**src/rtl/sd_boot_sequencer_if.sv**
```systemverilog
// -----------------------------------------------------------------------------
// sd_boot_sequencer_if
//
// Bundles the two buses the boot sequencer sits between:
//   * the SD SPI read engine request/acknowledge handshake
//       rd_req_o, rd_addr_o       sequencer -> engine
//       rd_ack_i, rd_data_i,
//       rd_err_i                  engine -> sequencer
//   * the instruction memory write port
//       mem_we_o, mem_addr_o,
//       mem_data_o                sequencer -> memory
// Signal names keep the sequencer's point of view (_o driven by it, _i seen by
// it). The master modport is the sequencer; the slave modport is the
// engine/memory side.
// -----------------------------------------------------------------------------
interface sd_boot_sequencer_if #(
  parameter int MEM_AW = 12
);
  logic              rd_req_o;
  logic [31:0]       rd_addr_o;
  logic              rd_ack_i;
  logic [31:0]       rd_data_i;
  logic              rd_err_i;
  logic              mem_we_o;
  logic [MEM_AW-1:0] mem_addr_o;
  logic [31:0]       mem_data_o;

  modport master (
    output rd_req_o, rd_addr_o, mem_we_o, mem_addr_o, mem_data_o,
    input  rd_ack_i, rd_data_i, rd_err_i
  );

  modport slave (
    input  rd_req_o, rd_addr_o, mem_we_o, mem_addr_o, mem_data_o,
    output rd_ack_i, rd_data_i, rd_err_i
  );
endinterface

```
**src/rtl/sd_boot_sequencer.sv**
```systemverilog
// -----------------------------------------------------------------------------
// sd_boot_sequencer
//
// Boot-time loader: walks a contiguous image on the SD card one 32-bit word at
// a time through the SD read engine, writes each word into program memory and
// holds the processor in reset until the image is loaded. A stalled or failing
// word is retried up to MAX_RETRY times before the error state.
//
// Optional feature (compile-time macro BOOT_CHECKSUM_EN): the last image word
// is an expected 32-bit wrapping sum of all preceding words; a mismatch ends in
// ERR instead of DONE. Without the macro checksum_o is tied to 0.
//
// Ports
//   boot_clk_i     clock, everything on the rising edge
//   boot_rst_n_i   asynchronous active-low reset
//   start_i        start pulse (honoured in IDLE, DONE, ERR)
//   base_addr_i    SD address of word 0, sampled on start
//   word_count_i   number of words, sampled on start
//   bus            sd_boot_sequencer_if.master (SD read handshake + mem write)
//   busy_o         load in progress
//   done_o         image loaded
//   error_o        retries exhausted (or checksum mismatch)
//   cpu_rst_n_o    processor reset, released only in DONE
//   checksum_o     running checksum (0 when the feature is compiled out)
// -----------------------------------------------------------------------------
module sd_boot_sequencer #(
  parameter int unsigned ADDR_STEP   = 4,
  parameter int          MEM_AW      = 12,
  parameter logic [19:0] TIMEOUT_CYC = 20'd500000,
  parameter int unsigned MAX_RETRY   = 3
) (
  input  logic               boot_clk_i,
  input  logic               boot_rst_n_i,
  input  logic               start_i,
  input  logic [31:0]        base_addr_i,
  input  logic [MEM_AW:0]    word_count_i,
  sd_boot_sequencer_if.master bus,
  output logic               busy_o,
  output logic               done_o,
  output logic               error_o,
  output logic               cpu_rst_n_o,
  output logic [31:0]        checksum_o
);

  typedef enum logic [2:0] {
    ST_IDLE, ST_REQ, ST_WAIT, ST_WRITE, ST_NEXT, ST_DONE, ST_ERR
  } state_t;

  // One spare count above MAX_RETRY so the increment on the final failure
  // never wraps.
  localparam int RETRY_W = $clog2(MAX_RETRY + 2);

  state_t              state_q, state_d;
  logic [31:0]         base_q;
  logic [MEM_AW:0]     count_q;
  logic [MEM_AW:0]     index_q;
  logic [MEM_AW:0]     index_next;
  logic [RETRY_W-1:0]  retry_q;
  logic [19:0]         tmo_q;
  logic [31:0]         data_q;
  logic                regap_q;   // REQ entered from a failed attempt

  logic start_ok;
  logic ack_ok;
  logic fail;
  logic timeout;
  logic last_word;
  logic retry_exhausted;
  logic sum_ok;

  assign start_ok        = start_i && (state_q inside {ST_IDLE, ST_DONE, ST_ERR});
  assign ack_ok          = bus.rd_ack_i && !bus.rd_err_i;
  assign timeout         = (tmo_q == TIMEOUT_CYC - 20'd1);
  // Ack has priority: a good ack in the timeout cycle is not a failure.
  assign fail            = (bus.rd_ack_i && bus.rd_err_i) || (timeout && !bus.rd_ack_i);
  assign index_next      = index_q + {{MEM_AW{1'b0}}, 1'b1};
  assign last_word       = (index_next == count_q);
  assign retry_exhausted = (retry_q == RETRY_W'(MAX_RETRY));

  // ---------------------------------------------------------------------------
  // State register
  // ---------------------------------------------------------------------------
  // NOTE: sequential state uses non-blocking assignments so every flop samples
  // the pre-edge values regardless of process ordering.
  always_ff @(posedge boot_clk_i or negedge boot_rst_n_i) begin
    if (!boot_rst_n_i) state_q <= ST_IDLE;
    else               state_q <= state_d;
  end

  // ---------------------------------------------------------------------------
  // Next-state logic
  // ---------------------------------------------------------------------------
  // NOTE: the default assignment first keeps every path assigned, so no latch
  // is inferred.
  always_comb begin
    state_d = state_q;
    unique case (state_q)
      ST_IDLE, ST_DONE, ST_ERR: begin
        if (start_i) state_d = (word_count_i == '0) ? ST_DONE : ST_REQ;
      end
      ST_REQ:   state_d = ST_WAIT;
      ST_WAIT: begin
        if (ack_ok)    state_d = ST_WRITE;
        else if (fail) state_d = retry_exhausted ? ST_ERR : ST_REQ;
      end
      ST_WRITE: state_d = ST_NEXT;
      ST_NEXT: begin
        if (last_word) state_d = sum_ok ? ST_DONE : ST_ERR;
        else           state_d = ST_REQ;
      end
      default:  state_d = ST_IDLE;
    endcase
  end

  // ---------------------------------------------------------------------------
  // Outputs (decoded from state; rd_req_o is held low in the REQ cycle of a
  // retry so every attempt shows up as a fresh rising edge)
  // ---------------------------------------------------------------------------
  always_comb begin
    bus.rd_req_o   = ((state_q == ST_REQ) && !regap_q) || (state_q == ST_WAIT);
    bus.rd_addr_o  = base_q + 32'(index_q) * 32'(ADDR_STEP);
    bus.mem_we_o   = (state_q == ST_WRITE);
    bus.mem_addr_o = index_q[MEM_AW-1:0];
    bus.mem_data_o = data_q;
    busy_o         = state_q inside {ST_REQ, ST_WAIT, ST_WRITE, ST_NEXT};
    done_o         = (state_q == ST_DONE);
    error_o        = (state_q == ST_ERR);
    cpu_rst_n_o    = (state_q == ST_DONE);
  end

  // ---------------------------------------------------------------------------
  // Datapath: load parameters, word index, retry and timeout counters
  // ---------------------------------------------------------------------------
  always_ff @(posedge boot_clk_i or negedge boot_rst_n_i) begin
    if (!boot_rst_n_i) begin
      base_q  <= '0;
      count_q <= '0;
      index_q <= '0;
      retry_q <= '0;
      tmo_q   <= '0;
      data_q  <= '0;
      regap_q <= 1'b0;
    end else begin
      if (start_ok) begin
        base_q  <= base_addr_i;
        count_q <= word_count_i;
        index_q <= '0;
        retry_q <= '0;
        regap_q <= 1'b0;
      end
      unique case (state_q)
        ST_REQ: begin
          tmo_q   <= '0;
          regap_q <= 1'b0;
        end
        ST_WAIT: begin
          if (ack_ok) begin
            data_q <= bus.rd_data_i;
          end else if (fail) begin
            retry_q <= retry_q + RETRY_W'(1);
            regap_q <= 1'b1;
          end
          // Saturating: a huge TIMEOUT_CYC must never wrap back to zero.
          if (tmo_q != '1) tmo_q <= tmo_q + 20'd1;
        end
        ST_NEXT: begin
          index_q <= index_next;
          retry_q <= '0;
        end
        default: ;
      endcase
    end
  end

  // ---------------------------------------------------------------------------
  // Optional checksum: sum of words 0..count-2, compared against the last word
  // ---------------------------------------------------------------------------
`ifdef BOOT_CHECKSUM_EN
  logic [31:0] csum_q;

  always_ff @(posedge boot_clk_i or negedge boot_rst_n_i) begin
    if (!boot_rst_n_i) begin
      csum_q <= '0;
    end else if (start_ok) begin
      csum_q <= '0;
    end else if ((state_q == ST_WRITE) && !last_word) begin
      csum_q <= csum_q + data_q;
    end
  end

  // In NEXT of the last word data_q still holds that word: the expected sum.
  assign sum_ok     = (data_q == csum_q);
  assign checksum_o = csum_q;
`else
  assign sum_ok     = 1'b1;
  assign checksum_o = '0;
`endif

endmodule
```
**src/flat_wrapper.sv**
```systemverilog
// flat-port wrapper written by rule: the top's interface ports become plain ports
module sd_boot_sequencer_flat 
#(
  parameter int unsigned ADDR_STEP   = 4,
  parameter int          MEM_AW      = 12,
  parameter logic [19:0] TIMEOUT_CYC = 20'd500000,
  parameter int unsigned MAX_RETRY   = 3
)
  (boot_clk_i, boot_rst_n_i, start_i, base_addr_i, word_count_i, busy_o, done_o, error_o, cpu_rst_n_o, checksum_o, bus_rd_req_o, bus_rd_addr_o, bus_mem_we_o, bus_mem_addr_o, bus_mem_data_o, bus_rd_ack_i, bus_rd_data_i, bus_rd_err_i);
  sd_boot_sequencer_if #(.MEM_AW(MEM_AW)) bus_i ();
  input  logic boot_clk_i;
  input  logic boot_rst_n_i;
  input  logic start_i;
  input  logic [31:0] base_addr_i;
  input  logic [MEM_AW:0] word_count_i;
  output logic busy_o;
  output logic done_o;
  output logic error_o;
  output logic cpu_rst_n_o;
  output logic [31:0] checksum_o;
  output wire logic [$bits(bus_i.rd_req_o)-1:0] bus_rd_req_o;
  output wire logic [$bits(bus_i.rd_addr_o)-1:0] bus_rd_addr_o;
  output wire logic [$bits(bus_i.mem_we_o)-1:0] bus_mem_we_o;
  output wire logic [$bits(bus_i.mem_addr_o)-1:0] bus_mem_addr_o;
  output wire logic [$bits(bus_i.mem_data_o)-1:0] bus_mem_data_o;
  input wire logic [$bits(bus_i.rd_ack_i)-1:0] bus_rd_ack_i;
  input wire logic [$bits(bus_i.rd_data_i)-1:0] bus_rd_data_i;
  input wire logic [$bits(bus_i.rd_err_i)-1:0] bus_rd_err_i;
  assign bus_rd_req_o = bus_i.rd_req_o;
  assign bus_rd_addr_o = bus_i.rd_addr_o;
  assign bus_mem_we_o = bus_i.mem_we_o;
  assign bus_mem_addr_o = bus_i.mem_addr_o;
  assign bus_mem_data_o = bus_i.mem_data_o;
  assign bus_i.rd_ack_i = bus_rd_ack_i;
  assign bus_i.rd_data_i = bus_rd_data_i;
  assign bus_i.rd_err_i = bus_rd_err_i;
  sd_boot_sequencer #(.ADDR_STEP(ADDR_STEP), .MEM_AW(MEM_AW), .TIMEOUT_CYC(TIMEOUT_CYC), .MAX_RETRY(MAX_RETRY)) u_core (.boot_clk_i(boot_clk_i), .boot_rst_n_i(boot_rst_n_i), .start_i(start_i), .base_addr_i(base_addr_i), .word_count_i(word_count_i), .bus(bus_i), .busy_o(busy_o), .done_o(done_o), .error_o(error_o), .cpu_rst_n_o(cpu_rst_n_o), .checksum_o(checksum_o));
endmodule
```
**config.mk**
```make
export PLATFORM = sky130hd
export DESIGN_NAME = sd_boot_sequencer_flat
export DESIGN_NICKNAME = d
export VERILOG_FILES = /design/src/rtl/sd_boot_sequencer_if.sv /design/src/rtl/sd_boot_sequencer.sv /design/src/flat_wrapper.sv
export SDC_FILE = /design/constraint.sdc
export NUM_CORES = 1
export LEC_CHECK = 0
export BUFFER_PORTS_ARGS = -buffer_cell sky130_fd_sc_hd__buf_2
export CORE_MARGIN = 1.5
export CORE_UTILIZATION = 30
export CTS_CLUSTER_DIAMETER = 50
export DETAILED_ROUTE_END_ITERATION = 8
export PLACE_DENSITY = 0.49
export SYNTH_ARGS = -nofsm -noshare
export SYNTH_HDL_FRONTEND = slang
export SYNTH_SLANG_ARGS = --single-unit
export TNS_END_PERCENT = 100
```
**constraint.sdc**
```tcl
create_clock -name boot_clk_i -period 4 [get_ports boot_clk_i]
set_clock_uncertainty 0.15 [all_clocks]
set_input_delay 0.8 -clock boot_clk_i [delete_from_list [all_inputs] [get_ports boot_clk_i]]
set_output_delay 0.8 -clock boot_clk_i [all_outputs]
set_load 0.03 [all_outputs]
```
==> summary.txt, run 1 <==
Cells and area
  – Commonest non-fill, non-tap cell in the layout: buf_2
  – Post-layout nets: 895
  – Filler cells: 2170
  – Synthesis-to-finish area growth: 24.7%
  – Commonest cells after routing, fill and taps aside: buf_2 (162), dfrtp_1 (117), mux2_2 (78)
  – Share of cells above drive strength 1: 38.2%
  – Design area: 0.00822 sq mm

Clock network
  – Worst-path clk slew: 60 ps
  – CTS sink count: 117
  – CTS hold repair buffers: 0
  – Clock Latency Late Sink: 410 ps
  – CTS tree: yes
  – CTS Buf Count: 17
  – CTS Buffer Depth: 2
  – CTS Root Buffer Type: clkbuf_16
  – H-tree Lvls: 4

STA
  – Period utilization: 95.1%
  – Setup TNS Final: 0 ps
  – Fmax: 263 MHz
  – Rel. slew slack: 30.4%
  – Period minus WS final: 3800 ps
  – PnR worst setup slack: 197 ps
  – RSZ-0062 raised after global routing: no
  – Worst Tran Pin Value: 1040 ps
  – Setup violators final: 0
  – Final Max Slew Viols: 0
  – Final hold violation count: 0

Die
  – Rows: 54
  – Initial Util: 30.4%
  – DIE AREA: 0.0229 sq mm
  – Die Y: 151 um
  – Core area: 0.0217 sq mm
  – Top-level I/O count: 196
  – Chip width: 151 um

Power and ir drop
  – Worst VDD drop: 408 uV
  – P per Cell Area: 767 mW/mm^2
  – Comb pwr share: 44.3%
  – Share of power burned in registers: 31.2%
  – Leakage: 0.00389 uW
  – Internal Power: 3650 uW
  – Net Switching: 2650 uW
  – Clk pwr share: 24.5%
  – Switch share: 42.1%

Route
  – Via-per-instance ratio: 4.55
  – DRT iter0 DRCs: 164
  – DR vias: 4977
  – TritonRoute pass-1 iters: 4
  – # DRC: 0
  – Antenna Nets Post-Route: 0
  – Drt total wl: 15900 um
  – Wire per inst: 14.5 um

Setup path
  – Arrival @ worst endpoint: 2850 ps
  – Critical path class: reg2out
  – Max FO, Critical Path: 2
  – Critical Path RT: 3050 ps
  – Slowest CP cell: a2111oi_1
  – Startpoint types: flip-flop
  – CP delay by family, top: compound AO/OA/AOI/OAI gates
  – Crit-path cells: ha_1 > inv_1 > fa_1 > nor2b_1 > o21a_1 > o21ai_0 > nand2b_1 > a2111oi_1 > nor3_1 > xor2_1 > buf_2
  – Buffers & Inverters on Critical Path: 2
  – CP endpoint kind: output pin
  – Critical path's largest stage delay: 440 ps

Yosys
  – Syn. warnings: 0
  – Synth cell types: 59
  – Seq/Total Area, Yosys: 44.4%
  – EDFF count, synth: 0
  – Ys async rst share: 100%
  – Synth Area per Inst: 10.5 sq um
  – Yosys reg bits: 117
  – Post-Syn Area: 0.00659 sq mm
  – Main synth FF type: dfrtp_1
  – Syn Inst Count: 630

GRT
  – Gr ovfl total: 0
  – First-pass GRT wire length: 25400 um
  – Vias in the first global route: 4865
  – All-Layer GR Usage: 14.3%
  – Largest net degree at the start of global routing: 64
  – Antenna violations before repair: 7

Run
  – Maxcap violations: 0

Status
  – Run status: completed

Place
  – Area of placed instances: 0.00758 sq mm
  – IO Port Bufs: 163
  – Setup slack after placement: 443 ps
  – HPWL Detailed: 11800 um
  – Gpl congestion: 0.778

Worst hold path
  – Min-delay worst type: reg2reg
power groups by stage:
| stage | logic (uW) | registers (uW) | clock network [uW] |
|---|---|---|---|
| final | 2790 | 1970 | 1540 |
| after global routing | 3040 | 2040 | 1650 |
| after CTS | 2830 | 1970 | 1600 |
| after detailed placement | 2820 | 1980 | 0 |
| after global placement | 2810 | 1980 | 0 |
| after floorplan | 1850 | 2220 | 0 |
final cells by class:
cell class | instances | area [sq um] | area share, %
Clock buffer | 17 | 425 | 5.18
Multi-Input combinational cell | 465 | 3320 | 40.4
Sequential cell | 117 | 2930 | 35.6
Tap cell | 280 | 350 | 4.26
Clock inverter | 15 | 171 | 2.09
Timing Repair Buffer | 181 | 966 | 11.8
Inverter | 13 | 48.8 | 0.594
Antenna cell | 5 | 12.5 | 0.152
Yosys cell counts (2+ instances only):
cell type	instances	area, sq um
and2_1	3	18.8
xor2_1	24	210
dfrtp_1	117	2930
clkbuf_1	7	26.3
a21oi_1	21	105
nor4_2	3	37.5
mux2_2	78	878
nor2b_1	5	31.3
or3_1	2	12.5
buf_1	3	11.3
nor2_1	53	199
a21boi_0	2	15.0
a31oi_1	3	18.8
a21o_1	6	45.0
nor3b_1	2	15.0
buf_2	8	40.0
o21ai_0	28	140
a211oi_1	2	15.0
ha_1	17	213
mux2i_1	2	20.0
and3_1	7	43.8
o41ai_1	3	26.3
nand2_1	39	146
and4_1	6	52.6
buf_4	47	353
nor4_1	5	31.3
nand4_1	12	75.1
nand2b_1	7	43.8
nor3_1	11	55.1
inv_1	13	48.8
o21a_1	2	15.0
o31ai_1	4	30.0
nand3_1	24	120
xnor2_1	37	324
o22ai_1	3	18.8
routing by layer:
metal	track usage [%]	wire, um
met2	22.3	7100
met4	3.35	128
met5	0	26
met1	18.5	7530
met3	5.69	1100
through the flow:
step | cells | hold slack [ps] | power (uW) | utilization (%)
3_5_place_dp | 1054 | 335 | 4810 | 34.9
6_report | 1093 | 349 | 6300 | 37.9
2_1_floorplan | 661 | 305 | 4070 | -
4_1_cts | 1086 | 353 | 6410 | 37.7
5_1_grt | 1089 | 364 | 6720 | 37.9
3_3_place_gp | 1054 | 333 | 4790 | 34.9
cells by family after synthesis:
group | after synthesis | synth area share, %
and+or+nand+nor | 190 | 15.1
DFF | 117 | 44.4
AOI/OAI and AO/OA | 84 | 7.84
muxes | 80 | 13.6
buffers and inverters | 79 | 7.34
xor gates and xnor gates | 61 | 8.10
adders and majority gates | 18 | 3.53
other | 1 | 0.0569
sequential cells by signal, summed over array words and instances, names as in the netlist:
signal and count:
u_core.count_q 13, u_core.retry_q 3, u_core.bus.mem_data_o 32, u_core.tmo_q 20, u_core.regap_q 1, u_core.state_q 3, u_core.base_q 32, u_core.index_q 13
what timing repair did:
action,CTS,global route
buffers inserted,0,2
resized for setup,1,4
pin swaps,0,1
setup endpoints to repair,1,16
path summary, 6_finish.rpt:
check / start / end / slack, ps / cells past startpoint
worst max-delay path: u_core.index_q[0] / bus_rd_addr_o[10] / 200 / 11
worst min-delay path: u_core.bus.mem_data_o[0] / u_core.bus.mem_data_o[0] / 350 / 1
worst max register to register: u_core.state_q[0] / u_core.index_q[7] / 1450 / 8
worst min register to register: u_core.bus.mem_data_o[0] / u_core.bus.mem_data_o[0] / 350 / 1
max in group asynchronous: boot_rst_n_i / u_core.bus.mem_data_o[25] / 2550 / 2
min in group asynchronous: boot_rst_n_i / u_core.tmo_q[12] / 360 / 1
Power figures use the tool's default switching activity.
==> run 2, diff against run 1 <==
- ABC_AREA: not set -> 1
==> run 2 against run 1 <==
Against the previous run: fmax grew 1.4%; cell count grew 25%; die area grew 6.4%; combinational power is essentially flat; critical endpoint is now bus_rd_addr_o[28]; critical path type unchanged; non-clock buffer count shrank 13; synthesized cell count grew 40%; largest cell class unchanged; wire length grew 23%.
==> summary.txt, run 2 <==
Yosys
  – Dominant cells by area after synthesis: dfrtp_1 (42%), nand2_1 (14%), buf_4 (5.2%)
  – Yosys reg bits: 117
  – Synth Area in Simple Gates: 26.7%
  – Syn. warnings: 0
  – Synth Area per Inst: 7.95 sq um
  – Synth cell types: 42
  – Most frequent cell after synthesis: nand2_1
  – Post-Synth XOR/XNOR Area: 4.49%
  – EDFF count, synth: 0
  – Seq/Total Area, Yosys: 41.7%
  – Synth top area share: 41.7%
  – Ys async rst share: 100%
  – Main combinational cell family by area after synthesis: simple AND/OR/NAND/NOR gates
  – Main synth FF type: dfrtp_1
  – Post-Syn Area: 0.00702 sq mm
  – Yosys top cell by area: dfrtp_1
  – List of most frequent post-synthesis cells: nand2_1 (259), dfrtp_1 (117), inv_1 (75)
  – Syn Inst Count: 883
  – Post-synthesis mux area share: 5.13%
  – Complex-gate fraction of the synthesized area: 7.48%
  – Adder-cell share of the synthesized area: 3.31%

Clock network
  – H-tree Lvls: 4
  – CTS Buffer Depth: 2
  – Post-CTS setup buffer count: 0
  – CTS tree: yes
  – Worst-path clk slew: 60 ps
  – Clock Latency Late Sink: 410 ps
  – CTS sink count: 117
  – CTS Root Buffer Type: clkbuf_16
  – CTS Buf Count: 17

Setup path
  – R2R setup slack: 1670 ps
  – Critical path's largest stage delay: 420 ps
  – Startpoint types: flip-flop
  – CP endpoint kind: output pin
  – Buffers & Inverters on Critical Path: 2
  – Max FO, Critical Path: 8
  – Most used cell, CP: nand2_1
  – Crit Reg-Reg Endpoint: u_core.tmo_q[5]
  – CP delay by family, top: adder cells
  – Slowest CP cell: dfrtp_2
  – Path depth of the worst reg2reg path: 12
  – Critical path class: reg2out
  – Crit-path cells: ha_1 > inv_1 > fa_1 > o21ai_2 > nand2_1 > nand2_1 > nand3_1 > a21oi_1 > nand2_1 > xnor2_1 > buf_2
  – Arrival @ worst endpoint: 2800 ps
  – Worst R2R Start: u_core.tmo_q[0]
  – Critical Path RT: 3050 ps

Cells and area
  – Commonest cells after routing, fill and taps aside: nand2_1 (259), buf_2 (162), dfrtp_1 (116)
  – Share of cells above drive strength 1: 21.9%
  – Total inserted antenna cells: 0
  – Post-layout nets: 1137
  – Commonest non-fill, non-tap cell in the layout: nand2_1
  – Final core utilization: 37.5%
  – Synthesis-to-finish area growth: 21.8%

STA
  – RSZ-0062 raised after global routing: no
  – Period utilization: 93.8%
  – Setup TNS Final: 0 ps
  – Period minus WS final: 3750 ps
  – Setup violators final: 0
  – Fmax: 267 MHz
  – Final hold violation count: 0
  – Rel. slew slack: 46.0%
  – Worst Tran Pin Value: 806 ps
  – Final Max Slew Viols: 0

Route
  – DRT iter0 DRCs: 231
  – Wire per inst: 14.3 um
  – Via-per-instance ratio: 4.56
  – # DRC: 0
  – Antenna Nets Post-Route: 0
  – DR vias: 6206
  – TritonRoute pass-1 iters: 5
  – Drt total wl: 19500 um

GRT
  – Vias in the first global route: 6111
  – All-Layer GR Usage: 16.4%
  – Largest net degree at the start of global routing: 52
  – Gr ovfl total: 0
  – Antenna violations before repair: 0
  – First-pass GRT wire length: 31100 um

Power and ir drop
  – Worst VDD drop: 336 uV
  – P per Cell Area: 737 mW/mm^2
  – Leakage: 0.00432 uW

Place
  – HPWL Detailed: 14900 um
  – Gpl congestion: 0.881
  – IO Port Bufs: 163

Die
  – Die Y: 156 um
  – Rows: 55
  – Initial Util: 30.8%
  – Top-level I/O count: 196
  – DIE AREA: 0.0243 sq mm
  – Core area: 0.0228 sq mm
  – Chip width: 156 um

Run
  – Maxcap violations: 0

Status
  – Run status: completed

Worst hold path
  – Min-delay worst type: in2async
[run 2: cell types whose count changed after synthesis, sizes merged, moves of 26 or more]
cell   change
nand2    +226
xnor2     -29
mux2      -46
o21ai     +26
inv       +73
nand3     +27
[run 2: cell type report]
type | instances | area (sq um)
Multi-Input combinational cell | 647 | 3430
Sequential cell | 117 | 2930
Inverter | 86 | 323
Clock inverter | 10 | 156
Tap cell | 313 | 392
Fill cell | 2420 | 14200
Clock buffer | 20 | 447
Timing Repair Buffer | 168 | 868
[run 2: metal layers]
layer / GRT usage, % / up-vias / routed length [um]
met5: 0 / - / 0
met4: 4.35 / 0 / 148
met3: 4.36 / 13 / 1130
met2: 27.0 / 168 / 9150
met1: 21.4 / 2918 / 9060
li1: - / 3107 / -
[run 2: worst max path at each step]
stage                 startpoint                 to  slack [ps]  cells after the start
2_1_floorplan  u_core.index_q[0]  bus_rd_addr_o[28]         680                     10
3_3_place_gp   u_core.index_q[0]  bus_rd_addr_o[28]         600                     11
3_5_place_dp   u_core.index_q[0]  bus_rd_addr_o[28]         540                     11
4_1_cts        u_core.index_q[0]  bus_rd_addr_o[28]          80                     11
5_1_grt        u_core.index_q[0]  bus_rd_addr_o[28]          20                     11
6_report       u_core.index_q[0]  bus_rd_addr_o[28]         250                     11
[run 2: cell families after synthesis]
kind of cell / after synthesis
AND/OR/NAND/NOR: 434
buffers and inverters: 150
flip-flops: 117
AO/OA/AOI/OAI: 95
XOR/XNOR: 36
multiplexers: 32
adder cells (fa/ha/maj): 18
other: 1
[run 2: per-stage QoR]
stage,setup slack [ps],total power (uW),area (sq um),hold slack (ps),instances
2_1_floorplan,677,3980,7140,300,914
3_3_place_gp,604,4750,7940,311,1331
3_5_place_dp,544,4760,7940,320,1331
4_1_cts,78.5,6390,8540,181,1361
5_1_grt,17.4,6750,8550,191,1361
6_report,249,6300,8550,165,1361
[run 2: timing repair]
item	in CTS	in global routing
gates resized for setup	0	2
hold buffers	0	0
endpoints found under the setup margin	0	4
[run 2: power breakdown]
part,internal [uW],total [uW],switching (uW)
combinational,808,2780,1980
sequential,1610,1930,313
clock,1050,1590,545
==> run 3, diff against run 2 <==
- CORE_UTILIZATION: 30 -> 50
- PLACE_DENSITY: 0.49 -> 0.75
==> run 3 against run 2 <==
Against the previous run: combinational power barely moved; power is 2.8% lower; sequential cell count stayed put; sequential share of layout area grew 0.94 points; critical path depth stayed put; register-to-register slack barely moved; setup slack better by 22 ps; count of clock-buffer cells in the layout decreased by 2; design area fell by 2.7%; via count rose by 0.74%; die area decreased by 39%.
==> summary.txt, run 3 (same netlist as run 2, synthesis figures left out) <==
Status
  – Run status: completed

Clock network
  – Worst-path clk slew: 60 ps
  – CTS Root Buffer Type: clkbuf_16
  – Post-CTS setup buffer count: 0
  – CTS sink count: 117
  – CTS Buffer Depth: 2
  – Clock Latency Late Sink: 420 ps
  – CTS tree: yes
  – CTS Buf Count: 17
  – H-tree Lvls: 4
  – CTS hold repair buffers: 0

Cells and area
  – Commonest non-fill, non-tap cell in the layout: nand2_1
  – Commonest cells after routing, fill and taps aside: nand2_1 (259), buf_2 (162), dfrtp_1 (116)
  – Design area: 0.00832 sq mm
  – Synthesis-to-finish area growth: 18.5%
  – Share of cells above drive strength 1: 22.0%
  – Post-layout nets: 1135
  – Filler cells: 1270
  – Register area: 0.00293 sq mm
  – Multi-input gate area: 0.00343 sq mm

Setup path
  – Critical Path RT: 3050 ps
  – R2R setup slack: 1680 ps
  – CP endpoint kind: output pin
  – Crit-path cells: ha_1 > inv_1 > fa_1 > o21ai_2 > nand2_1 > nand2_1 > nand3_1 > a21oi_1 > nand2_1 > xnor2_1 > buf_2
  – Buffers & Inverters on Critical Path: 2
  – Slowest CP cell: dfrtp_2
  – Most used cell, CP: nand2_1
  – Arrival @ worst endpoint: 2780 ps
  – Max FO, Critical Path: 8
  – Startpoint types: flip-flop
  – Critical path's largest stage delay: 430 ps
  – CP delay by family, top: adder cells
  – Critical path class: reg2out

Route
  – Drt total wl: 17600 um
  – TritonRoute pass-1 iters: 5
  – DRT iter0 DRCs: 419
  – Wire per inst: 14.3 um
  – # DRC: 0
  – DR vias: 6252
  – Via-per-instance ratio: 5.09
  – Antenna Nets Post-Route: 0

Die
  – DIE AREA: 0.0148 sq mm
  – Initial Util: 51.0%
  – Die Y: 122 um
  – Top-level I/O count: 196
  – Rows: 43
  – Chip width: 122 um
  – Core area: 0.0138 sq mm

STA
  – Worst Tran Pin Value: 835 ps
  – Period minus WS final: 3730 ps
  – Setup violators final: 0
  – RSZ-0062 raised after global routing: no
  – Rel. slew slack: 44.3%
  – Period utilization: 93.2%
  – Final Max Slew Viols: 0
  – Fmax: 268 MHz
  – Final hold violation count: 0
  – Setup TNS Final: 0 ps

Power and ir drop
  – Worst VDD drop: 501 uV
  – P per Cell Area: 737 mW/mm^2
  – Leakage: 0.00428 uW

Place
  – Gpl congestion: 0.950
  – HPWL Detailed: 13200 um
  – IO Port Bufs: 163
  – Area of placed instances: 0.00776 sq mm

GRT
  – Largest net degree at the start of global routing: 66
  – Vias in the first global route: 5942
  – Antenna violations before repair: 1
  – All-Layer GR Usage: 24.6%
  – First-pass GRT wire length: 28100 um
  – Gr ovfl total: 0

Worst hold path
  – Min-delay worst type: in2async

Run
  – Maxcap violations: 0
[run 3: worst paths after layout]
check,from,depth (start not counted),end
worst max-delay path,u_core.index_q[0],11,bus_rd_addr_o[28]
worst min-delay path,boot_rst_n_i,1,u_core.index_q[5]
worst max register to register,u_core.state_q[0],8,u_core.index_q[10]
worst min register to register,u_core.base_q[0],2,u_core.base_q[0]
max in group asynchronous,boot_rst_n_i,2,u_core.base_q[19]
min in group boot_clk_i,u_core.base_q[0],2,u_core.base_q[0]
[run 3: worst reg2reg max path: stages, from the launching register on]
cell and delay, ps:
dfrtp_1 440, inv_2 100, nand2_2 80, o211ai_2 250, nand2_2 90, inv_2 610
nor2_4 110, inv_2 240, o22ai_1 110
[run 3: area by class of cell]
class                      instances  share of cell area (%)
antenna                            1                  0.0301
clock buffer                      18                    5.28
clock inverter                    14                    1.38
inverter                          86                    3.88
multi-input combinational        647                    41.3
sequential                       117                    35.2
tap                              180                    2.71
timing repair buffer             166                    10.3
[run 3: what timing repair did]
item,CTS,global route
gates resized for setup,0,2
endpoints found under the setup margin,0,2
hold endpoints to repair,0,0
[run 3: through the flow]
| stage | worst slack, ps | power, uW | utilization, % | cells | hold WS (ps) |
|---|---|---|---|---|---|
| 6_report | 271 | 6130 | 60.4 | 1229 | 317 |
| 5_1_grt | 29.6 | 6530 | 60.4 | 1229 | 337 |
| 4_1_cts | 115 | 6160 | 60.4 | 1228 | 327 |
| 3_5_place_dp | 573 | 4700 | 56.3 | 1196 | 312 |
| 3_3_place_gp | 673 | 4640 | 56.3 | 1196 | 311 |
| 2_1_floorplan | 677 | 3980 | - | 914 | 300 |
[run 3: power by group]
group | internal, uW | switching (uW)
logic | 805 | 1950
clock network | 824 | 609
registers | 1610 | 328
[run 3: per-layer routing]
layer,GRT usage [%],vias to the layer above,wire [um]
li1,-,3100,-
met1,30.9,2929,7580
met2,40.3,205,8580
met3,7.38,18,1270
met4,8.90,0,180
met5,0,-,0
